`src/rtl/traffic_light_ctrl.sv`:
```
// Two-road traffic light controller with all-red clearance, pedestrian walk phase and a
// night flashing mode. Lamp outputs are decoded directly from the state register.
module traffic_light_ctrl #(
  parameter int unsigned CNT_W    = 8,
  parameter int unsigned GREEN_T  = 8,
  parameter int unsigned YELLOW_T = 3,
  parameter int unsigned RED_T    = 2,
  parameter int unsigned PED_T    = 5,
  parameter int unsigned FLASH_T  = 4
) (
  input  logic       clock,
  input  logic       reset_n,
  input  logic       hold,
  input  logic       ped_req,
  input  logic       flash_mode,
  output logic [0:2] light_a,
  output logic [0:2] light_b,
  output logic       walk,
  output logic [2:0] state_o
);

  typedef enum logic [2:0] {
    StAGreen  = 3'd0,
    StAYellow = 3'd1,
    StAllRed1 = 3'd2,
    StBGreen  = 3'd3,
    StBYellow = 3'd4,
    StAllRed2 = 3'd5,
    StWalk    = 3'd6,
    StFlash   = 3'd7
  } state_e;

  localparam logic [0:2] LampRed    = 3'b100;
  localparam logic [0:2] LampGreen  = 3'b010;
  localparam logic [0:2] LampYellow = 3'b001;
  localparam logic [0:2] LampOff    = 3'b000;

  // Durations are truncated to the timer width first; a zero duration behaves as one cycle.
  localparam logic [CNT_W-1:0] GreenTr  = CNT_W'(GREEN_T);
  localparam logic [CNT_W-1:0] YellowTr = CNT_W'(YELLOW_T);
  localparam logic [CNT_W-1:0] RedTr    = CNT_W'(RED_T);
  localparam logic [CNT_W-1:0] PedTr    = CNT_W'(PED_T);
  localparam logic [CNT_W-1:0] FlashTr  = CNT_W'(FLASH_T);

  localparam logic [CNT_W-1:0] GreenLd  = (GreenTr  == '0) ? '0 : GreenTr  - 1'b1;
  localparam logic [CNT_W-1:0] YellowLd = (YellowTr == '0) ? '0 : YellowTr - 1'b1;
  localparam logic [CNT_W-1:0] RedLd    = (RedTr    == '0) ? '0 : RedTr    - 1'b1;
  localparam logic [CNT_W-1:0] PedLd    = (PedTr    == '0) ? '0 : PedTr    - 1'b1;
  localparam logic [CNT_W-1:0] FlashLd  = (FlashTr  == '0) ? '0 : FlashTr  - 1'b1;

  state_e           r_state, w_state_nxt;
  logic [CNT_W-1:0] r_timer, w_timer_nxt;
  logic             r_ped, w_ped_nxt;
  logic             r_flash_on, w_flash_on_nxt;
  logic             w_expire;

  function automatic logic [CNT_W-1:0] load_for(input state_e st);
    logic [CNT_W-1:0] v;
    case (st)
      StAGreen, StBGreen:   v = GreenLd;
      StAYellow, StBYellow: v = YellowLd;
      StAllRed1, StAllRed2: v = RedLd;
      StWalk:               v = PedLd;
      default:              v = FlashLd;
    endcase
    return v;
  endfunction

  assign w_expire = (r_timer == '0) && !hold;

  always_ff @(posedge clock) begin
    if (!reset_n) begin
      r_state    <= StAllRed2;
      r_timer    <= RedLd;
      r_ped      <= 1'b0;
      r_flash_on <= 1'b1;
    end else begin
      r_state    <= w_state_nxt;
      r_timer    <= w_timer_nxt;
      r_ped      <= w_ped_nxt;
      r_flash_on <= w_flash_on_nxt;
    end
  end

  always_comb begin
    w_state_nxt = r_state;
    unique case (r_state)
      StAGreen:  if (w_expire) w_state_nxt = StAYellow;
      StAYellow: if (w_expire) w_state_nxt = StAllRed1;
      StAllRed1: if (w_expire) w_state_nxt = flash_mode ? StFlash : StBGreen;
      StBGreen:  if (w_expire) w_state_nxt = StBYellow;
      StBYellow: if (w_expire) w_state_nxt = StAllRed2;
      StAllRed2: begin
        if (w_expire) begin
          if (flash_mode)  w_state_nxt = StFlash;
          else if (r_ped)  w_state_nxt = StWalk;
          else             w_state_nxt = StAGreen;
        end
      end
      StWalk:    if (w_expire) w_state_nxt = StAGreen;
      // Leaving flash ignores hold and the current flash phase.
      StFlash:   if (!flash_mode) w_state_nxt = StAllRed2;
      default:   w_state_nxt = StAllRed2;
    endcase
  end

  always_comb begin
    w_timer_nxt    = r_timer;
    w_flash_on_nxt = r_flash_on;
    if (w_state_nxt != r_state) begin
      w_timer_nxt    = load_for(w_state_nxt);
      w_flash_on_nxt = 1'b1;
    end else if (!hold) begin
      if (r_state == StFlash && r_timer == '0) begin
        w_timer_nxt    = FlashLd;
        w_flash_on_nxt = ~r_flash_on;
      end else begin
        w_timer_nxt = r_timer - 1'b1;
      end
    end

    w_ped_nxt = r_ped;
    if (w_state_nxt == StWalk && r_state != StWalk) begin
      w_ped_nxt = 1'b0;
    end else if (ped_req && r_state != StWalk) begin
      w_ped_nxt = 1'b1;
    end
  end

  always_comb begin
    light_a = LampRed;
    light_b = LampRed;
    walk    = 1'b0;
    state_o = r_state;
    unique case (r_state)
      StAGreen:  light_a = LampGreen;
      StAYellow: light_a = LampYellow;
      StBGreen:  light_b = LampGreen;
      StBYellow: light_b = LampYellow;
      StWalk:    walk    = 1'b1;
      StFlash: begin
        light_a = r_flash_on ? LampYellow : LampOff;
        light_b = r_flash_on ? LampYellow : LampOff;
      end
      default: ;
    endcase
  end

endmodule

```
`config.mk`:
```
export PLATFORM = sky130hd
export DESIGN_NAME = traffic_light_ctrl
export DESIGN_NICKNAME = d
export VERILOG_FILES = /design/src/rtl/traffic_light_ctrl.sv
export SDC_FILE = /design/constraint.sdc
export NUM_CORES = 1
export LEC_CHECK = 0
export ABC_CLOCK_PERIOD_IN_PS = 3100
export CAP_MARGIN = 10
export CORE_MARGIN = 3
export CORE_UTILIZATION = 56
export DETAILED_ROUTE_END_ITERATION = 12
export PLACE_DENSITY = 0.84
export SLEW_MARGIN = 20
export SYNTH_ARGS = -nofsm -noshare
export SYNTH_HDL_FRONTEND = slang
export SYNTH_SLANG_ARGS = --single-unit
```
`constraint.sdc`:
```
create_clock -name clock -period 3.1 [get_ports clock]
set_clock_uncertainty 0.05 [all_clocks]
set_input_delay 0.465 -clock clock [delete_from_list [all_inputs] [get_ports clock]]
set_output_delay 0.465 -clock clock [all_outputs]
set_load 0.02 [all_outputs]
```
# --- Yosys cells after proc, flatten, opt, wreduce, memory -nomap -nowiden ---
# Index checks and enable logic that the tools add are counted.
classes:
  n_reduce_logical: 14
  n_eq_ne: 16
  muxes: 20
  addsub: 1
  bitwise_logic: 3
op_table:
  columns: ["op", "count"]
  rows:
  - ["3-bit two-way mux", 11]
  - ["8-bit two-way mux", 3]
  - ["3-bit case mux with 8 select lines", 1]
  - ["3-bit equality test (second input constant)", 7]
  - ["3-bit case mux with 3 select lines", 2]
  - ["3-bit by 2-bit equality test with 1-bit output (second input constant)", 4]
  - ["3-bit case mux with 4 select lines", 1]
  - ["2-bit OR reduction", 5]
  - ["8-bit zero test", 1]
  - ["8-bit by 1-bit subtractor with 8-bit output (second input constant)", 1]
  - ["3-bit by 1-bit equality test with 1-bit output (second input constant)", 2]
  - ["3-bit zero test", 2]
  - ["1-bit logical AND", 4]
  - ["3-bit != test", 1]
  - ["3-bit != test (second input constant)", 1]
  - ["1-bit inverter", 3]
  - ["1-bit two-way mux", 2]
  - ["2-bit by 1-bit != test with 1-bit output (second input constant)", 1]
  - ["2-bit AND reduction", 1]
  - ["1-bit zero test", 1]
word_totals:
  out_inout_bits: 10
  regBits: 13
  word_cells: 58
  in_bits: 5

# --- Longest topological paths before layout ---
depth:
  word_depth: 8
  ltp_mapped: 7
  mapped_depth_nobuf: 6

# --- Worst setup path before layout ---
# No wires, ideal clock.
synth_path:
  path_type: "reg2reg"
  start: "register r_timer[0]"
  end: "register r_timer[1]"
  path_slack_ns: 1.293
  required_time_ns: 2.928
  arrival_ns: 1.635
  synth_period_minus_slack_ns: 1.807
  n_path_buf: 1
  setup_ns: 0.122
  stages_incl_launch_ff: 8
  path_cell_list: "dfxtp_1 -> inv_1 -> ha_1 -> nor4b_2 -> and2_0 -> buf_4 -> o2111a_1 -> o311a_1"
synth_via:
  elab_chain_cells: 8
  elab_cells_between_ends: 28
  classes_between: "add/sub (1); eq/ne (8); mux (12); reduce/logical (7)"
synth_rtl:
  columns: ["element", "line_no", "rtl"]
  rows:
  - ["from (decl)", "52", "logic [CNT_W-1:0] r_timer, w_timer_nxt;"]
  - ["from (signal assigned)", "74", "r_timer <= RedLd;"]
  - ["from (signal assigned)", "79", "r_timer <= w_timer_nxt;"]
  - ["8-bit zero test", "69, 114", null]
  - ["1-bit logical AND", "69", "assign w_expire = (r_timer == '0) && !hold;"]
  - ["3-bit two-way mux, or another cell as far along", "100", "StWalk: if (w_expire) w_state_nxt = StAGreen;"]
  - ["3-bit case mux with 8 select lines", "87", "unique case (r_state)"]
  - ["3-bit by 2-bit equality test with 1-bit output, or another cell as far along", "59", "case (st)"]
  - ["2-bit OR reduction", "59", null]
  - ["3-bit case mux with 4 select lines", "59", null]
  - ["8-bit two-way mux", "110", "if (w_state_nxt != r_state) begin"]
# Several ways; a longest one is shown, not always the timed one. The select of a mux whose other input is x is not followed.
# A chain may end at the register's enable or synchronous reset.

# --- Final worst setup path ---
layout_path:
  start: "register r_state[1] (netlist: state_o[1])"
  end: "output light_a[2] in the netlist's numbering"
layout_via:
  elab_chain_cells: 2
  elab_cells_between_ends: 4
  classes_between: "eq/ne (2); mux (1); reduce/logical (1)"
layout_rtl:
  columns: ["element", "line_no", "rtl"]
  rows:
  - ["from (decl)", "51", "state_e r_state, w_state_nxt;"]
  - ["from (signal assigned)", "73", "r_state <= StAllRed2;"]
  - ["from (signal assigned)", "78", "r_state <= w_state_nxt;"]
  - ["3-bit equality test, or another cell as far along", "135", "unique case (r_state)"]
  - ["3-bit case mux with 3 select lines (*)", "135", null]
  - ["to (decl)", "16", "output logic [0:2] light_a,"]
# Every way passes the cells marked *; elsewhere a longest branch is shown, timed or not.

==> impl_results.md <==
* Nets at 141
* Port Buf Inserts at 14
* WL final at 2090 um
* Die width at 46.7 um
* Setup Viol. Count Final at 0
* Vias in the first global route at 764
* Placed insts at 145
* YS warnings at 0
* Starting density of the core at 60.3%
* Main flop type after synthesis: dfxtp_1
* Layout area overhead at 15.7%
* Total core area at 0.00154 mm^2
* GRT busiest layer: met2
* #FFs+latches synth at 13
* Slew Limit Fails at 0
* CTS Buf Count at 3
* Core Util, Final at 69.8%
* Crit. End Element: output pin
* Pleak at 0.418 nW
* WP depth at 4
* Power, Total at 0.467 mW
* Final hold violations at 0
* Worst-path clk slew at 0.08 ns
* # resized after CTS at 0
* Async set-or-reset flop fraction in the synthesized netlist at 0%
* PwrDens at 434 mW/mm^2
* Buf+Inv Stages, Crit Path at 1
* Cell Area, Synth at 930 um^2
* Met3 usage at 5.75%
* Die Y at 46.7 um
* CTS Sinks at 13
* Gpl congestion at 0.903
* H-tree depth at 1
* Worst Hold Depth at 2
* Number of antenna violations at the first check in global routing at 0
* Root Buffer: clkbuf_4
* Met1 Usage GRT at 30.6%
* Hold-fix buffers, CTS at 0
* First-pass DRT Iterations at 4
* Max-cap viol count at 0
* Layout cells sized above 1 at 8.27%
* Placed cell areas at 0.00105 mm^2
* Post-route cell area at 0.00108 mm^2
* Post-synthesis sequential area ratio at 28.0%
* Diode count at 0
* Die area at 0.00219 mm^2
* CP Class: reg -> out
* Setup Slack @ Placement at 0.766 ns
* Largest net degree at the start of global routing at 22
* Hold WC Path Type: reg -> reg
* I/O pins at 15
* CP peak stage delay at 0.69 ns
* Status: finished clean
* Detail Placement HPWL at 1510 um
* RSZ-0062 raised after global routing: false
* Via count at 909
* WL/cell at 14.0 um
* Vias/cell at 6.10
* Synth cell types at 41
* WP data required at 2.58 ns
* Syn_area_per_cell at 7.56 um^2
* Reg2Reg Depth at 6
* GR Util met2 at 31.9%
* Minimum clock period at 2.51 ns
* Final cell count without fillers at 149
* Global-route wire length before repair at 3370 um
* Antenna-violating nets left at 0
* GRT overflow at 0
* VDD IR max at 248 uV
* Post-route setup TNS at 0 ns
* Post-Synthesis Cells at 123
* Max stage delay cell, worst path: dfxtp_1
* DRC at 0
* Post-CTS setup buffer count at 0
* Worst-path maximum fanout at 20
* Nature of the critical path startpoint: flip-flop
* Worst Tran Pin Value at 0.588 ns
* DRT iter0 DRCs at 47
* Tcrit/Tclk final at 81.1%
* Crit path cell chain: and2_1 > a21oi_1 > nor2_1 > clkdlybuf4s50_1
* CP delay by family, top: flip-flops
* Post-layout worst setup margin at 0.587 ns
* Max Fclk at 398 MHz
* Slew margin rel. at 60.8%
* Critical Path AT at 2.00 ns
* GRT Resource Usage Total at 21.3%
* Clk_lat worst skew at 0.28 ns
* Clk buf depth at 2
* Syn Nets at 130
* # rows at 14
* Post-synth EDFFs at 0
* Worst hold slack at 0.442 ns
* CTS tree: built
==> sequential cells by signal, indices dropped and copies added (netlist names) <==
register / flops
r_flash_on: 1
r_timer: 8
r_ped: 1
state_o: 3
==> layout make-up <==
cell class | count | area, um^2
Multi-Input combinational cell | 93 | 596
Fill cell | 125 | 465
Sequential cell | 13 | 260
Timing Repair Buffer | 14 | 140
Inverter | 9 | 33.8
Clock buffer | 4 | 26.3
Tap cell | 16 | 20.0
==> cell usage in the layout, fill, tap and decap left out, drive strengths merged, types with 3 or more instances in the layout <==
master	instances
and2	5
a21oi	5
nand2b	3
and3	3
clkdlybuf4s50	14
o21ai	10
nor2	16
clkbuf	4
nor3	6
xor2	3
inv	9
nand3	9
o311a	3
dfxtp	13
nor4	3
nand2	3
==> where the power goes <==
group          total, mW  internal (mW)  switching, mW
sequential         0.209          0.182         0.0266
combinational      0.150         0.0706         0.0789
clock              0.109         0.0500         0.0586
==> cell families after synthesis <==
group           after synthesis  synth area share [%]
compound gates               30                  22.5
fa+ha+maj                     2                  2.69
xor+xnor                      5                  4.71
buf+inv                      17                  7.94
flops                        13                  28.0
simple gates                 56                  34.2
==> tightest hold or removal path: stages, from the launching register on <==
cell and delay, ns:
dfxtp_1 0.32, o21ai_0 0.07, a21oi_1 0.06
==> synthesized netlist by cell type, types with 2 or more instances <==
| cell | count | share of area, % |
|---|---|---|
| nand3b_1 | 2 | 1.6 |
| nand3_1 | 9 | 4.8 |
| o21ai_0 | 10 | 5.4 |
| nor2_1 | 15 | 6.1 |
| nor4_1 | 2 | 1.3 |
| and3_2 | 2 | 1.6 |
| dfxtp_1 | 13 | 28 |
| buf_2 | 5 | 2.7 |
| a21oi_1 | 5 | 2.7 |
| and2_1 | 3 | 2.0 |
| nand2b_1 | 3 | 2.0 |
| nor2b_1 | 2 | 1.3 |
| o311a_1 | 3 | 3.2 |
| xnor2_1 | 2 | 1.9 |
| ha_1 | 2 | 2.7 |
| clkbuf_1 | 2 | 0.81 |
| inv_1 | 9 | 3.6 |
| xor2_1 | 3 | 2.8 |
| o21a_1 | 2 | 1.6 |
| nor3_1 | 6 | 3.2 |
| nand2_1 | 3 | 1.2 |
==> routing by layer <==
layer	up-vias	wire [um]
met2	34	922
met3	2	164
met1	408	989
li1	465	-
met5	-	0
met4	0	10
==> final timing paths <==
path	slack, ns	to	from
setup / recovery	0.59	light_a[2]	state_o[1]
hold / removal	0.44	r_ped	r_ped
setup reg to reg	1.10	r_timer[1]	r_timer[0]
hold reg to reg	0.44	r_ped	r_ped
No activity file was read; power rests on OpenSTA's default activity.
